[src/rtl/tank_hit_tracker.sv]
// Turns per-frame bullet collision codes into tank health, hit/kill pulses and the round state.
// Optional build macro HIT_SIDE_LOG_EN adds last_side1/last_side2 (side of the latest counted hit).
module tank_hit_tracker #(
  parameter int unsigned HEALTH_MAX       = 3,
  parameter int unsigned COOLDOWN_FRAMES  = 30,
  parameter int unsigned OVER_HOLD_FRAMES = 120
) (
  input  logic       Clk,
  input  logic       Reset,
  input  logic       frame_clk,
  input  logic [2:0] tank_bullet,
  input  logic [2:0] tank_bullet2,
  input  logic [2:0] disappear,
  input  logic [2:0] disappear2,
  input  logic       restart,
  output logic [2:0] health1,
  output logic [2:0] health2,
  output logic       tank1_hit,
  output logic       tank2_hit,
  output logic       bullet_kill,
  output logic       bullet2_kill,
  output logic [1:0] game_state,
  output logic       freeze
`ifdef HIT_SIDE_LOG_EN
  ,
  output logic [1:0] last_side1,
  output logic [1:0] last_side2
`endif
);

  localparam int unsigned HP_W  = 3;
  localparam int unsigned CNT_W = 8;
  localparam logic [HP_W-1:0]  HEALTH_INIT = HP_W'(HEALTH_MAX);
  localparam logic [CNT_W-1:0] COOL_LOAD   = CNT_W'(COOLDOWN_FRAMES);
  localparam logic [CNT_W-1:0] HOLD_MAX    = CNT_W'(OVER_HOLD_FRAMES);
  localparam logic [2:0]       IDLE_CODE   = 3'b100;

  typedef enum logic [1:0] {
    PLAY   = 2'b00,
    P1_WIN = 2'b01,
    P2_WIN = 2'b10,
    DRAW   = 2'b11
  } state_e;

  logic             f1_q, f2_q;
  state_e           state_q;
  logic             freeze_q;
  logic [CNT_W-1:0] hold_q;
  logic [HP_W-1:0]  health1_q, health1_d, health2_q, health2_d;
  logic [CNT_W-1:0] cool1_q, cool1_d, cool2_q, cool2_d;
  logic             armed1_q, armed1_d, armed2_q, armed2_d;
  logic             hit1_q, hit2_q, kill1_q, kill2_q;

  logic tick_c, play_c, b1_on_c, b2_on_c, hit1_c, hit2_c, kill1_c, kill2_c, restart_ok_c;
  logic unused_c;

  // Only bit2 of the obstacle codes matters here; the side bits are for other consumers.
  assign unused_c = ^{disappear[1:0], disappear2[1:0]};

  assign tick_c       = f1_q & ~f2_q;
  assign play_c       = (state_q == PLAY);
  assign b1_on_c      = ~tank_bullet[2];
  assign b2_on_c      = ~tank_bullet2[2];
  assign hit2_c       = tick_c & play_c & b1_on_c & armed1_q & (cool2_q == '0);
  assign hit1_c       = tick_c & play_c & b2_on_c & armed2_q & (cool1_q == '0);
  assign kill1_c      = tick_c & play_c & (~disappear[2] | b1_on_c);
  assign kill2_c      = tick_c & play_c & (~disappear2[2] | b2_on_c);
  assign restart_ok_c = restart & ~play_c & (hold_q == HOLD_MAX);

  // Health, cooldown and per-bullet arming; an accepted restart overrides any tick.
  always_comb begin
    health1_d = health1_q;
    health2_d = health2_q;
    cool1_d   = cool1_q;
    cool2_d   = cool2_q;
    armed1_d  = armed1_q;
    armed2_d  = armed2_q;
    if (restart_ok_c) begin
      health1_d = HEALTH_INIT;
      health2_d = HEALTH_INIT;
      cool1_d   = '0;
      cool2_d   = '0;
      armed1_d  = 1'b1;
      armed2_d  = 1'b1;
    end else if (tick_c) begin
      if (cool1_q != '0) cool1_d = cool1_q - CNT_W'(1);
      if (cool2_q != '0) cool2_d = cool2_q - CNT_W'(1);
      if (hit1_c) begin
        health1_d = (health1_q == '0) ? '0 : health1_q - HP_W'(1);
        cool1_d   = COOL_LOAD;
        armed2_d  = 1'b0;
      end else if (tank_bullet2 == IDLE_CODE) begin
        armed2_d = 1'b1;
      end
      if (hit2_c) begin
        health2_d = (health2_q == '0) ? '0 : health2_q - HP_W'(1);
        cool2_d   = COOL_LOAD;
        armed1_d  = 1'b0;
      end else if (tank_bullet == IDLE_CODE) begin
        armed1_d = 1'b1;
      end
    end
  end

  always_ff @(posedge Clk) begin
    if (Reset) begin
      f1_q      <= 1'b1;
      f2_q      <= 1'b1;
      health1_q <= HEALTH_INIT;
      health2_q <= HEALTH_INIT;
      cool1_q   <= '0;
      cool2_q   <= '0;
      armed1_q  <= 1'b1;
      armed2_q  <= 1'b1;
      hit1_q    <= 1'b0;
      hit2_q    <= 1'b0;
      kill1_q   <= 1'b0;
      kill2_q   <= 1'b0;
    end else begin
      f1_q      <= frame_clk;
      f2_q      <= f1_q;
      health1_q <= health1_d;
      health2_q <= health2_d;
      cool1_q   <= cool1_d;
      cool2_q   <= cool2_d;
      armed1_q  <= armed1_d;
      armed2_q  <= armed2_d;
      hit1_q    <= hit1_c;
      hit2_q    <= hit2_c;
      kill1_q   <= kill1_c;
      kill2_q   <= kill2_c;
    end
  end

  // Round FSM: decides from the health registered on the previous tick, then holds.
  always_ff @(posedge Clk) begin
    if (Reset) begin
      state_q  <= PLAY;
      freeze_q <= 1'b0;
      hold_q   <= '0;
    end else if (restart_ok_c) begin
      state_q  <= PLAY;
      freeze_q <= 1'b0;
      hold_q   <= '0;
    end else if (tick_c) begin
      case (state_q)
        PLAY: begin
          if (health1_q == '0 && health2_q == '0) begin
            state_q  <= DRAW;
            freeze_q <= 1'b1;
            hold_q   <= '0;
          end else if (health2_q == '0) begin
            state_q  <= P1_WIN;
            freeze_q <= 1'b1;
            hold_q   <= '0;
          end else if (health1_q == '0) begin
            state_q  <= P2_WIN;
            freeze_q <= 1'b1;
            hold_q   <= '0;
          end
        end
        default: begin
          if (hold_q != HOLD_MAX) hold_q <= hold_q + CNT_W'(1);
        end
      endcase
    end
  end

`ifdef HIT_SIDE_LOG_EN
  logic [1:0] side1_q, side2_q;

  always_ff @(posedge Clk) begin
    if (Reset || restart_ok_c) begin
      side1_q <= 2'b00;
      side2_q <= 2'b00;
    end else begin
      if (hit1_c) side1_q <= tank_bullet2[1:0];
      if (hit2_c) side2_q <= tank_bullet[1:0];
    end
  end

  assign last_side1 = side1_q;
  assign last_side2 = side2_q;
`endif

  assign health1      = health1_q;
  assign health2      = health2_q;
  assign tank1_hit    = hit1_q;
  assign tank2_hit    = hit2_q;
  assign bullet_kill  = kill1_q;
  assign bullet2_kill = kill2_q;
  assign game_state   = state_q;
  assign freeze       = freeze_q;

endmodule

[config.mk]
export PLATFORM = sky130hd
export DESIGN_NAME = tank_hit_tracker
export DESIGN_NICKNAME = d
export VERILOG_FILES = /design/src/rtl/tank_hit_tracker.sv
export SDC_FILE = /design/constraint.sdc
export NUM_CORES = 1
export LEC_CHECK = 0
export ABC_AREA = 1
export CAP_MARGIN = 10
export CORE_UTILIZATION = 30
export CTS_CLUSTER_DIAMETER = 80
export CTS_CLUSTER_SIZE = 14
export DETAILED_ROUTE_END_ITERATION = 6
export GPL_TIMING_DRIVEN = 0
export SYNTH_ARGS = -nofsm -noshare
export SYNTH_HDL_FRONTEND = slang
export SYNTH_SLANG_ARGS = --single-unit
[constraint.sdc]
create_clock -name Clk -period 1.6 [get_ports Clk]
set_input_delay 0.32 -clock Clk [delete_from_list [all_inputs] [get_ports Clk]]
set_output_delay 0.32 -clock Clk [all_outputs]
set_load 0.02 [all_outputs]
* Yosys cells after proc, flatten, opt, wreduce, memory -nomap -nowiden
Index checks and enable logic that the tools add are counted.
** Word-level totals
- Register bits :: 41
- Input port bits :: 16
- Output and inout port bits :: 13
- Logic and storage cells :: 89
** Cells by class
- $add $sub $neg :: 5
- Equality and inequality tests :: 5
- Muxes and demuxes :: 21
- Bitwise gates (word level) :: 20
- Reductions and logical operators :: 23
** Operator list (number)
- 2-to-1 mux 8 bit :: 9
- logical NOT 8 bit :: 2
- nonzero test 8 bit :: 2
- subtractor 8 x 1 -> 8 bit (second input constant) :: 2
- bitwise AND 1 bit :: 12
- AND reduction 2 bit :: 6
- nonzero test 2 bit :: 5
- adder 8 x 1 -> 8 bit (second input constant) :: 1
- == test 8 x 7 -> 1 bit (second input constant) :: 1
- != test 8 x 7 -> 1 bit (second input constant) :: 1
- 2-to-1 mux 1 bit :: 7
- == test 3 bit (second input constant) :: 2
- logical NOT 3 bit :: 2
- 2-to-1 mux 2 bit :: 3
- 2-to-1 mux 3 bit :: 2
- NOT 1 bit :: 6
- AND reduction 3 bit :: 2
- subtractor 3 x 1 -> 3 bit (second input constant) :: 2
- != test 4 x 1 -> 1 bit (second input constant) :: 1
- nonzero test 3 bit :: 1
- logical NOT 2 bit :: 1
- OR 1 bit :: 2
- OR reduction 2 bit :: 1
- logical AND 1 bit :: 1

* Logic depth before layout (Yosys ltp)
Gate-level depths: netlist of run 1.
- Depth in word-level cells :: 8
- Mapped depth :: 10
- Mapped depth without buffers :: 10

* Worst setup path before layout of run 1
OpenSTA, ideal clock, no wires.
- Path type :: register to register
- From :: reg state_q[0] (netlist: game_state[0])
- To :: reg hold_q[2]
- Library setup time :: 0.115 ns
- Data arrival time :: 1.230 ns
- Required time :: 1.485 ns
- Path slack :: 0.255 ns
- Stages on the path, launching flop included :: 8
- Buffers on the path :: 0
- Clock period less this slack :: 1.345 ns
- Cells stage by stage :: dfxtp_1 nor2_8 inv_2 nand3_1 nor2_2 nor2_8 a21oi_1 nor2_1
** Between the ends
- Cells in the longest elaborated chain, start to end :: 5
- Elaborated cells between the ends (all ways) :: 9
- Those cells by class :: 1 x eq/ne; 1 x mux; 3 x bitwise; 4 x reduce/logical
** RTL lines
- start: declaration :: line 46 : state_e state_q;
- start signal: assignment :: line 138 : state_q <= PLAY;
- start signal: assignment :: line 142 : state_q <= PLAY;
- start signal: assignment :: line 149 : state_q <= DRAW;
- logical NOT 2 bit * :: line 61, 146
- NOT 1 bit :: line 68 : assign restart_ok_c = restart & ~play_c & (hold_q == HOLD_MAX);
- bitwise AND 1 bit (2 in a row) :: line 68
- OR reduction 2 bit (no line)
- end signal: assignment :: line 163 : if (hold_q != HOLD_MAX) hold_q <= hold_q + CNT_W'(1);
- end: declaration :: line 48 : logic [CNT_W-1:0] hold_q;
Every way passes the cells marked *; elsewhere a longest branch is shown, timed or not.
A chain may end at the register's enable or synchronous reset.

* Worst setup path in the final report of run 1
- From :: reg hit2_q (netlist: tank2_hit)
- To :: out tank2_hit
** RTL lines
- start: declaration :: line 52 : logic hit1_q, hit2_q, kill1_q, kill2_q;
- start signal: assignment :: line 129 : hit2_q <= hit2_c;
- end: declaration :: line 19 : output logic tank2_hit,
No word-level cell between the ends.

==> summary.md, run 1 <==
| Metric | Value |
|---|---|
| Max Root-Sink Buffers | 2 |
| Area grow syn2layout | 23.50% |
| Initial antenna violation count | 0 |
| Share of flip-flops with an asynchronous set or reset | 0% |
| WP depth | 1 |
| Cell taking the most area after synthesis | dfxtp_1 |
| MaxCap Viol Count | 0 |
| Achievable Freq | 659.5 MHz |
| CP startpoint kind | flop |
| Setup TNS | 0 ns |
| Final Max Slew Viols | 0 |
| Fin crit share | 94.77% |
| CP max FO | 1 |
| Clk slew on worst S/H paths | 0.09 ns |
| Initial DRC count | 111 |
| Top cells by area in the synthesized netlist | dfxtp_1 37%, nand2_1 13%, nor2_1 6.5% |
| Clk sinks | 41 |
| Fin util | 39.30% |
| Post-Syn Instances | 309 |
| Pre-antenna DRT Iters | 4 |
| Mapped Avg Cell Area | 7.151 µm² |
| First-pass GRT wire length | 8611 µm |
| Antenna Cells | 0 |
| I/O Buffers | 24 |
| Congestion Overflow GR | 0 |
| Core Rows | 30 |
| R2r endpoint | tank1_hit |
| Tmin final | 1.516 ns |
| All-layer global routing usage | 14.38% |
| Fin. Hold Viols | 0 |
| Vias per std cell | 4.572 |
| R2r worst-path depth | 7 |
| Critical Path Start | tank2_hit |
| Sequential-to-total area share from yosys stat | 37.15% |
| Hold_ws | 0.4662 ns |
| CP top delay family | buffers and inverters |
| NumNets Final | 365 |
| H-tree levels | 2 |
| GPL Wtd Cong | 0.8176 |
| Post-synth cell types | 29 |
| Reg-to-reg startpoint | cool1_q[0] |
| Final wirelength | 5131 µm |
| Area of the die | 0.007712 mm² |
| Pwr Total | 2.289 mW |
| DP HPWL | 3741 µm |
| Initial core utilization | 31.82% |
| Met1 Use GR | 19.84% |
| Largest stage delay, worst path | 0.59 ns |
| TritonCTS clock tree | yes |
| Setup violations, final | 0 |
| Gr busiest metal | met2 |
| Synth top cells by count | 77 x nand2_1, 41 x dfxtp_1, 38 x nor2_1 |
| CP Cell Sequence | clkdlybuf4s50_1 |
| Synth Register Bits | 41 |
| Most instantiated library cell after synthesis | nand2_1 |
| Critical Path Sink Type | primary output |
| Hold_sp | health1[2] |
| Core area | 0.006944 mm² |
| Min-Delay Path Class | flop to flop |
| Setup ws final | 0.08376 ns |
| Status | finished, final reports clean |
| Vias in the first global route | 1,794 |
| Largest net degree at the start of global routing | 14 |
| Buf/Inv on CP | 1 |
| Die width | 87.82 µm |
| DR DRC count | 0 |
| # fillers | 728 |
| Synth warnings | 0 |
| I/O pin count | 29 |
| CTS root buffer | clkbuf_8 |
| GR Util met3 | 2.545% |
| EDFF count, synth | 0 |
| Worst Clk Skew | 0.01271 ns |
| Synth top area share | 37.15% |
| Worst-Margin Slew | 0.3244 ns |
| Layout cell share with drive strength beyond 1 | 15.90% |
| Final ANT Viol Nets | 0 |
| Mapped Nets | 329 |
| Die Y | 87.82 µm |
| Maximum vdd drop | 0.3485 mV |
| Post-place setup slack | -0.08109 ns |
| Drt wl/cell | 11.61 µm |
| Synth Cell Area | 0.002210 mm² |
| Critical path required time | 1.28 ns |
| RSZ-0062 raised after global routing | false |
| Critical path destination | tank2_hit |
| Total number of vias | 2,021 |
| CP max-delay cell | clkdlybuf4s50_1 |
| Flop2flop setup slack | 0.12 ns |
| Worst Path Arrival | 1.20 ns |
| Leakage power | 1.135 nW |
| Rel. slew slack | 78.20% |
| Synth Flop Type | dfxtp_1 |
| CTS Buf Count | 5 |
| Clock latency on the worst-skew pair | 0.30 ns |
| Crit Path Class | flop to primary output |
| Met2 usage | 22.55% |
| Cell area power density | 838.7 mW/mm² |
layout make-up:
cell class,count,area [µm²],area share (%)
multi-input combinational,223,1225,44.89
buffer,3,26.28,0.9629
inverter,42,160.2,5.869
clock inverter,2,15.01,0.5502
sequential,41,823.3,30.17
tap,96,120.1,4.402
clock buffer,6,72.57,2.659
timing repair buffer,29,286.5,10.50
routing by layer:
metal / part of all wire, % / routed length [µm]
met5: 0 / 0
met4: 1.1 / 59
met3: 4.0 / 207
met2: 45 / 2287
met1: 50 / 2577
worst min-delay path by stage:
stage | to | slack [ns] | cells past startpoint
after floorplan | tank1_hit | 0.39 | 1
after global placement | health1[1] | 0.45 | 2
after detailed placement | cool2_q[0] | 0.46 | 2
after CTS | cool2_q[0] | 0.47 | 2
after global routing | cool2_q[0] | 0.49 | 2
final | health1[1] | 0.47 | 2
stage by stage:
step	cell area, µm²	std cells
finish	2729	442
detailed placement	2570	429
global route	2729	442
floorplan	2210	309
CTS	2649	437
global placement	2570	429
power by group:
group	internal (mW)	total (mW)	switching, mW
Clock	0.308	0.696	0.388
Sequential	1.06	1.10	0.0418
Combinational	0.201	0.492	0.292
Total	1.57	2.29	0.722
logic make-up (layout without fill, tap and decap cells):
kind of cell / count (synthesis) / count (layout) / synth area share, %
and+or+nand+nor: 176 / 176 / 40.26
xor gates and xnor gates: 6 / 6 / 2.378
adders and majority gates: 4 / 4 / 2.265
DFF: 41 / 41 / 37.15
buffers and inverters: 45 / 82 / 8.324
AOI/OAI and AO/OA: 37 / 37 / 9.627
timing repair:
| action | in CTS | in global routing |
|---|---|---|
| hold buffers | 0 | 0 |
| setup buffers | 0 | 5 |
| gates resized for setup | 7 | 12 |
| pin swaps | 0 | 3 |
| setup endpoints to repair | 7 | 31 |
| gates cloned | 0 | 0 |
registers in the layout, summed over array words and instances, names as in the netlist:
register,flops
tank1_hit,1
health2,3
tank2_hit,1
freeze,1
cool1_q,8
hold_q,8
f1_q,1
health1,3
cool2_q,8
bullet2_kill,1
armed2_q,1
game_state,2
armed1_q,1
bullet_kill,1
f2_q,1
cell usage in the layout, fill, tap and decap left out, types with 6 or more instances in the layout:
cell type and instances:
nand2_1 77, dfxtp_1 39, nor2_1 38, inv_1 34, a21oi_1 27, nand3_1 19, clkdlybuf4s50_1 15, nor3_1 8
nand4_1 8, inv_2 7, dlygate4sd2_1 7, buf_4 6, nor2_2 6
Power figures use the tool's default switching activity.
==> run 2: changes to the inputs <==
--- a/config.mk
+++ b/config.mk
@@ -7,7 +7,7 @@
 export LEC_CHECK = 0
 export ABC_AREA = 1
 export CAP_MARGIN = 10
-export CORE_UTILIZATION = 30
+export CORE_UTILIZATION = 40
 export CTS_CLUSTER_DIAMETER = 80
 export CTS_CLUSTER_SIZE = 14
 export DETAILED_ROUTE_END_ITERATION = 6
==> constraint.sdc (replaced) <==
create_clock -name Clk -period 1.4 [get_ports Clk]
set_input_delay 0.28 -clock Clk [delete_from_list [all_inputs] [get_ports Clk]]
set_output_delay 0.28 -clock Clk [all_outputs]
set_load 0.02 [all_outputs]
==> run 2 against run 1 <==
Effect of this change:
- the flow now finishes with violations (setup timing)
- register-to-register slack worse by 0.17 ns
- sequential cell count unchanged
- sequential share of layout area down 1.7 points
- sequential power up 15%
==> summary.md, run 2 (same netlist as run 1, synthesis figures left out) <==
| Metric | Value |
|---|---|
| Die width | 76.33 µm (-13%) |
| NumNets Final | 381 (+4.4%) |
| Setup TNS | -0.6955 ns (-0.6955 ns) |
| All-layer global routing usage | 18.78% (+4.4 points) |
| CTS root buffer | clkbuf_8 |
| Core area | 0.005205 mm² (-25%) |
| Final ANT Viol Nets | 0 (unchanged) |
| Maximum vdd drop | 0.5665 mV (+63%) |
| Area grow syn2layout | 33.69% |
| Worst Path Arrival | 1.64 ns (+0.44 ns) |
| Cell area power density | 1005 mW/mm² (+20%) |
| Rel. slew slack | 80.55% (+2.3 points) |
| Tmin final | 1.450 ns |
| I/O Buffers | 24 (unchanged) |
| Initial core utilization | 42.45% (+11 points) |
| Hold-fix buffers, CTS | 0 (unchanged) |
| Commonest non-fill, non-tap cells in the layout | 73 x nand2_1, 34 x nor2_1, 27 x inv_1, 27 x dfxtp_1, 26 x a21oi_1 |
| Hold_ws | 0.4665 ns (+0.0002890 ns) |
| Layout cell share with drive strength beyond 1 | 28.45% (+13 points) |
| Core Rows | 26 (-13%) |
| CP top delay family | simple AND/OR/NAND/NOR gates |
| Largest registers | cool1_q x8, cool2_q x8, hold_q x8 |
| H-tree levels | 2 (unchanged) |
| Setup violations, final | 20 (+20) |
| Flop2flop setup slack | -0.05 ns (-0.17 ns) |
| Critical path required time | 1.59 ns (+0.31 ns) |
| Worst-Margin Slew | 0.2895 ns (-0.03492 ns) |
| Largest net degree at the start of global routing | 13 (-1) |
| Register area | 840.8 µm² (+2.1%) |
| Vias in the first global route | 1,856 (+3.5%) |
| CP startpoint kind | flop |
| Vias per std cell | 4.968 (+8.6%) |
| I/O pin count | 29 (unchanged) |
| Area of the die | 0.005826 mm² (-24%) |
| Final wirelength | 5517 µm (+7.5%) |
| Fin. Hold Viols | 0 (unchanged) |
| Die Y | 76.33 µm (-13%) |
| CP max-delay cell | dfxtp_2 |
| Final instance area | 0.002954 mm² (+8.3%) |
| Min-Delay Path Class | flop to flop |
| Clk slew on worst S/H paths | 0.08 ns (about the same) |
| GPL Wtd Cong | 0.8635 (+5.6%) |
| Inst Count DP | 403 (-6.1%) |
| Achievable Freq | 689.8 MHz |
| Status | finished, violations left |
| Drt wl/cell | 12.77 µm (+10%) |
| # fillers | 512 (-30%) |
| Final Max Slew Viols | 0 (unchanged) |
| Congestion Overflow GR | 0 (unchanged) |
| Antenna Cells | 0 (unchanged) |
| CTS Buf Count | 5 (unchanged) |
| Crit Path Class | flop to flop |
| CP Cell Sequence | inv_1 -> nor3_1 -> nand4_1 -> nand2_4 -> buf_4 -> a21oi_1 |
| Multi-input logic area | 0.001341 mm² (+9.5%) |
| Critical Path Sink Type | flop |
| TritonCTS clock tree | yes |
| Worst Clk Skew | 0.003086 ns (-0.009622 ns) |
| CP max FO | 10 (+9) |
| Pre-antenna DRT Iters | 4 (unchanged) |
| Max Root-Sink Buffers | 2 (unchanged) |
| Fin crit share | 103.6% |
| DP HPWL | 3562 µm (-4.8%) |
| Non-Filler Instances | 432 (-2.3%) |
| Failing checks | setup timing |
| DP Area | 0.002537 mm² (-1.3%) |
| Leakage power | 1.255 nW (+11%) |
| Total number of vias | 2,146 (+6.2%) |
| MaxCap Viol Count | 0 (unchanged) |
| Largest stage delay, worst path | 0.40 ns (-0.19 ns) |
| Setup ws final | -0.04971 ns (-0.1335 ns) |
| First-pass GRT wire length | 8735 µm (+1.4%) |
| Clk sinks | 41 (unchanged) |
| Commonest non-fill, non-tap cell in the layout | nand2_1 |
| DR DRC count | 0 (unchanged) |
| RSZ-0062 raised after global routing | true |
| Initial antenna violation count | 0 (unchanged) |
| Clock latency on the worst-skew pair | 0.30 ns (about the same) |
| Initial DRC count | 114 (+2.7%) |
| Buf/Inv on CP | 2 (+1) |
[run 2: cell count changes in the layout (fill, tap and decap cells not counted), sizes merged, moves of 2 or more]
| cell | change |
|---|---|
| dlygate4sd2 | +4 |
| clkdlybuf4s15 | +2 |
| dlymetal6s2s | -2 |
| buf | +15 |
| clkdlybuf4s50 | -4 |
| clkinvlp | -2 |
[run 2: final timing paths]
| kind | start | to | depth (start not counted) |
|---|---|---|---|
| worst max register to register | hold_q[6] | cool1_q[6] | 6 |
| worst max-delay path | hold_q[6] | cool1_q[6] | 6 |
| worst min register to register | health1[2] | health1[1] | 2 |
| worst min-delay path | health1[2] | health1[1] | 2 |
[run 2: stage by stage]
stage          total power [mW]  util (%)  setup WS [ns]
2_1_floorplan             1.716         -        0.05500
3_3_place_gp              1.825     48.75        -0.2020
3_5_place_dp              1.836     48.75        -0.2135
4_1_cts                   2.896     52.64       0.008112
5_1_grt                   3.103     56.75        -0.1059
6_report                  2.969     56.75       -0.04971
[run 2: report_power, final]
part | internal (mW) | switching (mW)
sequential | 1.21 | 0.0529
clock | 0.582 | 0.433
combinational | 0.311 | 0.381
total | 2.10 | 0.866
[run 2: timing repair]
item                                    CTS  global route
resized for setup                        34            36
pin swaps                                 9            16
endpoints found under the hold margin     0             0
cloned                                    1             1
buffers inserted                          5            14
endpoints found under the setup margin   48            33
[run 2: per-layer routing]
metal / routed length [µm] / vias up / GRT usage, % / part of all wire [%]
met5: 0 / - / 0 / 0
met4: 80 / 0 / 8.077 / 1.5
met2: 2751 / 55 / 30.90 / 50
met3: 216 / 7 / 2.754 / 3.9
li1: - / 1094 / - / -
met1: 2468 / 990 / 24.39 / 45
[run 2: worst reg2reg max path, delay by kind of cell, from the launching register on]
kind / cells / cell delay [ns]
AND/OR/NAND/NOR: 3 / 0.60
flip-flops: 1 / 0.40
buffers and inverters: 2 / 0.29
AO/OA/AOI/OAI: 1 / 0.06
[run 2: layout make-up]
type	count	area share, %
Clock inverter	1	1.017
Inverter	42	5.464
Buffer	3	0.8895
Tap cell	70	2.965
Multi-Input combinational cell	224	45.40
Clock buffer	7	2.922
Timing Repair Buffer	44	12.88
Sequential cell	41	28.46
==> run 3: changes to the inputs <==
==> constraint.sdc (replaced) <==
create_clock -name Clk -period 1.7 [get_ports Clk]
set_input_delay 0.34 -clock Clk [delete_from_list [all_inputs] [get_ports Clk]]
set_output_delay 0.34 -clock Clk [all_outputs]
set_load 0.02 [all_outputs]
==> run 3 against run 2 <==
Effect of this change:
- the flow now finishes without violations
- cell count decreased by 4.9%
- worst hold slack got worse by 0.00066 ns
- critical path type is now flop to primary output
- sequential share of layout area increased by 2.5 points
- core utilization decreased by 5.8 points
- clock power decreased by 18%
- sequential cell count unchanged
- sequential power decreased by 17%
- non-clock buffer count decreased by 20
- global-route usage decreased by 0.66 points
- register-to-register slack improved by 0.20 ns
- first-iteration DRC count decreased by 28%
==> summary.md, run 3 (same netlist as run 1, synthesis figures left out) <==
| Metric | Value |
|---|---|
| Status | finished, final reports clean |
| CTS Buf Count | 5 (unchanged) |
| Worst Clk Skew | 0.003776 ns (+0.0006905 ns) |
| Final ANT Viol Nets | 0 (unchanged) |
| Fin crit share | 96.78% |
| Inst Count DP | 403 (unchanged) |
| Crit Path Class | flop to primary output |
| Largest registers | cool1_q x8, cool2_q x8, hold_q x8 |
| Largest net degree at the start of global routing | 13 (unchanged) |
| Non-Filler Instances | 411 (-4.9%) |
| First-pass GRT wire length | 8390 µm (-3.9%) |
| Commonest non-fill, non-tap cell in the layout | nand2_1 |
| Worst-Margin Slew | 0.3045 ns (+0.01495 ns) |
| Critical Path Start | health2[0] |
| Leakage power | 1.093 nW (-13%) |
| Area of the die | 0.005826 mm² (unchanged) |
| CP Cell Sequence | clkdlybuf4s50_1 |
| Final Max Slew Viols | 0 (unchanged) |
| MaxCap Viol Count | 0 (unchanged) |
| Worst Path Arrival | 1.31 ns (-0.33 ns) |
| Post-CTS resize count | 2 (-94%) |
| Total number of vias | 1,968 (-8.3%) |
| CTS root buffer | clkbuf_8 |
| Rel. slew slack | 79.70% (-0.85 points) |
| Hold-fix buffers, CTS | 0 (unchanged) |
| Min-Delay Path Class | flop to flop |
| CP top delay family | buffers and inverters |
| Critical Path Sink Type | primary output |
| Achievable Freq | 607.8 MHz |
| Critical path required time | 1.36 ns (-0.23 ns) |
| DR DRC count | 0 (unchanged) |
| Fin util | 50.99% (-5.8 points) |
| Die Y | 76.33 µm (unchanged) |
| Initial DRC count | 82 (-28%) |
| Layout cell share with drive strength beyond 1 | 12.90% (-16 points) |
| Pre-antenna DRT Iters | 4 (unchanged) |
| CP max-delay cell | clkdlybuf4s50_1 |
| Post-CTS Repair Setup Buffers | 0 (-5) |
| GPL Wtd Cong | 0.8635 (unchanged) |
| Cell area power density | 875.9 mW/mm² (-13%) |
| Drt wl/cell | 12.01 µm (-6.0%) |
| Largest stage delay, worst path | 0.62 ns (+0.22 ns) |
| # fillers | 534 (+4.3%) |
| Final wirelength | 4935 µm (-11%) |
| Tmin final | 1.645 ns |
| CP max FO | 4 (-6) |
| Clock latency on the worst-skew pair | 0.30 ns (about the same) |
| Core area | 0.005205 mm² (unchanged) |
| Max Root-Sink Buffers | 2 (unchanged) |
| Vias per std cell | 4.788 (-3.6%) |
| Buf/Inv on CP | 1 (-1) |
| Fin. Hold Viols | 0 (unchanged) |
| Antenna Cells | 0 (unchanged) |
| RSZ-0062 raised after global routing | false |
| Core Rows | 26 (unchanged) |
| CP startpoint kind | flop |
| Reg-to-reg startpoint | cool2_q[0] |
| Die width | 76.33 µm (unchanged) |
| I/O pin count | 29 (unchanged) |
| All-layer global routing usage | 18.11% (-0.66 points) |
| Initial antenna violation count | 0 (unchanged) |
| Area grow syn2layout | 20.10% |
| Maximum vdd drop | 0.4111 mV (-27%) |
| Setup TNS | 0 ns (+0.6955 ns) |
| Congestion Overflow GR | 0 (unchanged) |
| Initial core utilization | 42.45% (unchanged) |
| Vias in the first global route | 1,795 (-3.3%) |
| Setup violations, final | 0 (-100%) |
| Clk sinks | 41 (unchanged) |
| Commonest non-fill, non-tap cells in the layout | 77 x nand2_1, 41 x dfxtp_1, 38 x nor2_1 |
| H-tree levels | 2 (unchanged) |
| Clk slew on worst S/H paths | 0.08 ns (about the same) |
| NumNets Final | 360 (-5.5%) |
| DP HPWL | 3562 µm (unchanged) |
| TritonCTS clock tree | yes |
| I/O Buffers | 24 (unchanged) |
| Hold_sp | health1[2] |
run 3: changes by cell type in the layout (fill, tap and decap cells not counted), sizes merged:
cell           delta
dlymetal6s2s      +1
clkdlybuf4s15     -2
nor2              -1
dlygate4sd2       -9
clkdlybuf4s50    +10
buf              -20
run 3: report_power, final:
group	internal (mW)	switching (mW)
clock network	0.479	0.352
logic	0.183	0.275
registers	0.996	0.0389
total	1.66	0.666
run 3: per-stage QoR:
step                      power (mW)  worst slack (ns)  hold WS, ns  cell area, µm²
final                          2.325           0.05471       0.4658            2654
after global routing           2.441          0.005408       0.5086            2654
after detailed placement       1.512           0.02653       0.4600            2537
after floorplan                1.413            0.3550       0.4124            2210
after global placement         1.503           0.03802       0.4532            2537
after CTS                      2.349           0.01252       0.4715            2651
run 3: worst paths after layout:
path / to / slack [ns] / cells past startpoint
max: health2[0] / 0.05 / 1
min reg2reg: health1[1] / 0.47 / 2
max reg2reg: cool2_q[0] / 0.15 / 8
min: health1[1] / 0.47 / 2
run 3: per-layer routing:
layer | part of all wire (%) | global-route usage, % | vias up
met5 | 0 | 0 | -
met4 | 1.6 | 8.077 | 0
met3 | 2.9 | 2.754 | 7
met2 | 47 | 29.37 | 33
met1 | 48 | 23.72 | 878
li1 | - | - | 1050
run 3: final cells by class:
class | instances | area, µm² | area share (%)
buffer | 3 | 26.28 | 0.9901
sequential | 41 | 820.8 | 30.93
inverter | 42 | 157.7 | 5.941
clock buffer | 7 | 86.33 | 3.253
clock inverter | 1 | 30.03 | 1.132
multi-input combinational | 223 | 1205 | 45.40
timing repair buffer | 24 | 240.2 | 9.052
tap | 70 | 87.58 | 3.300
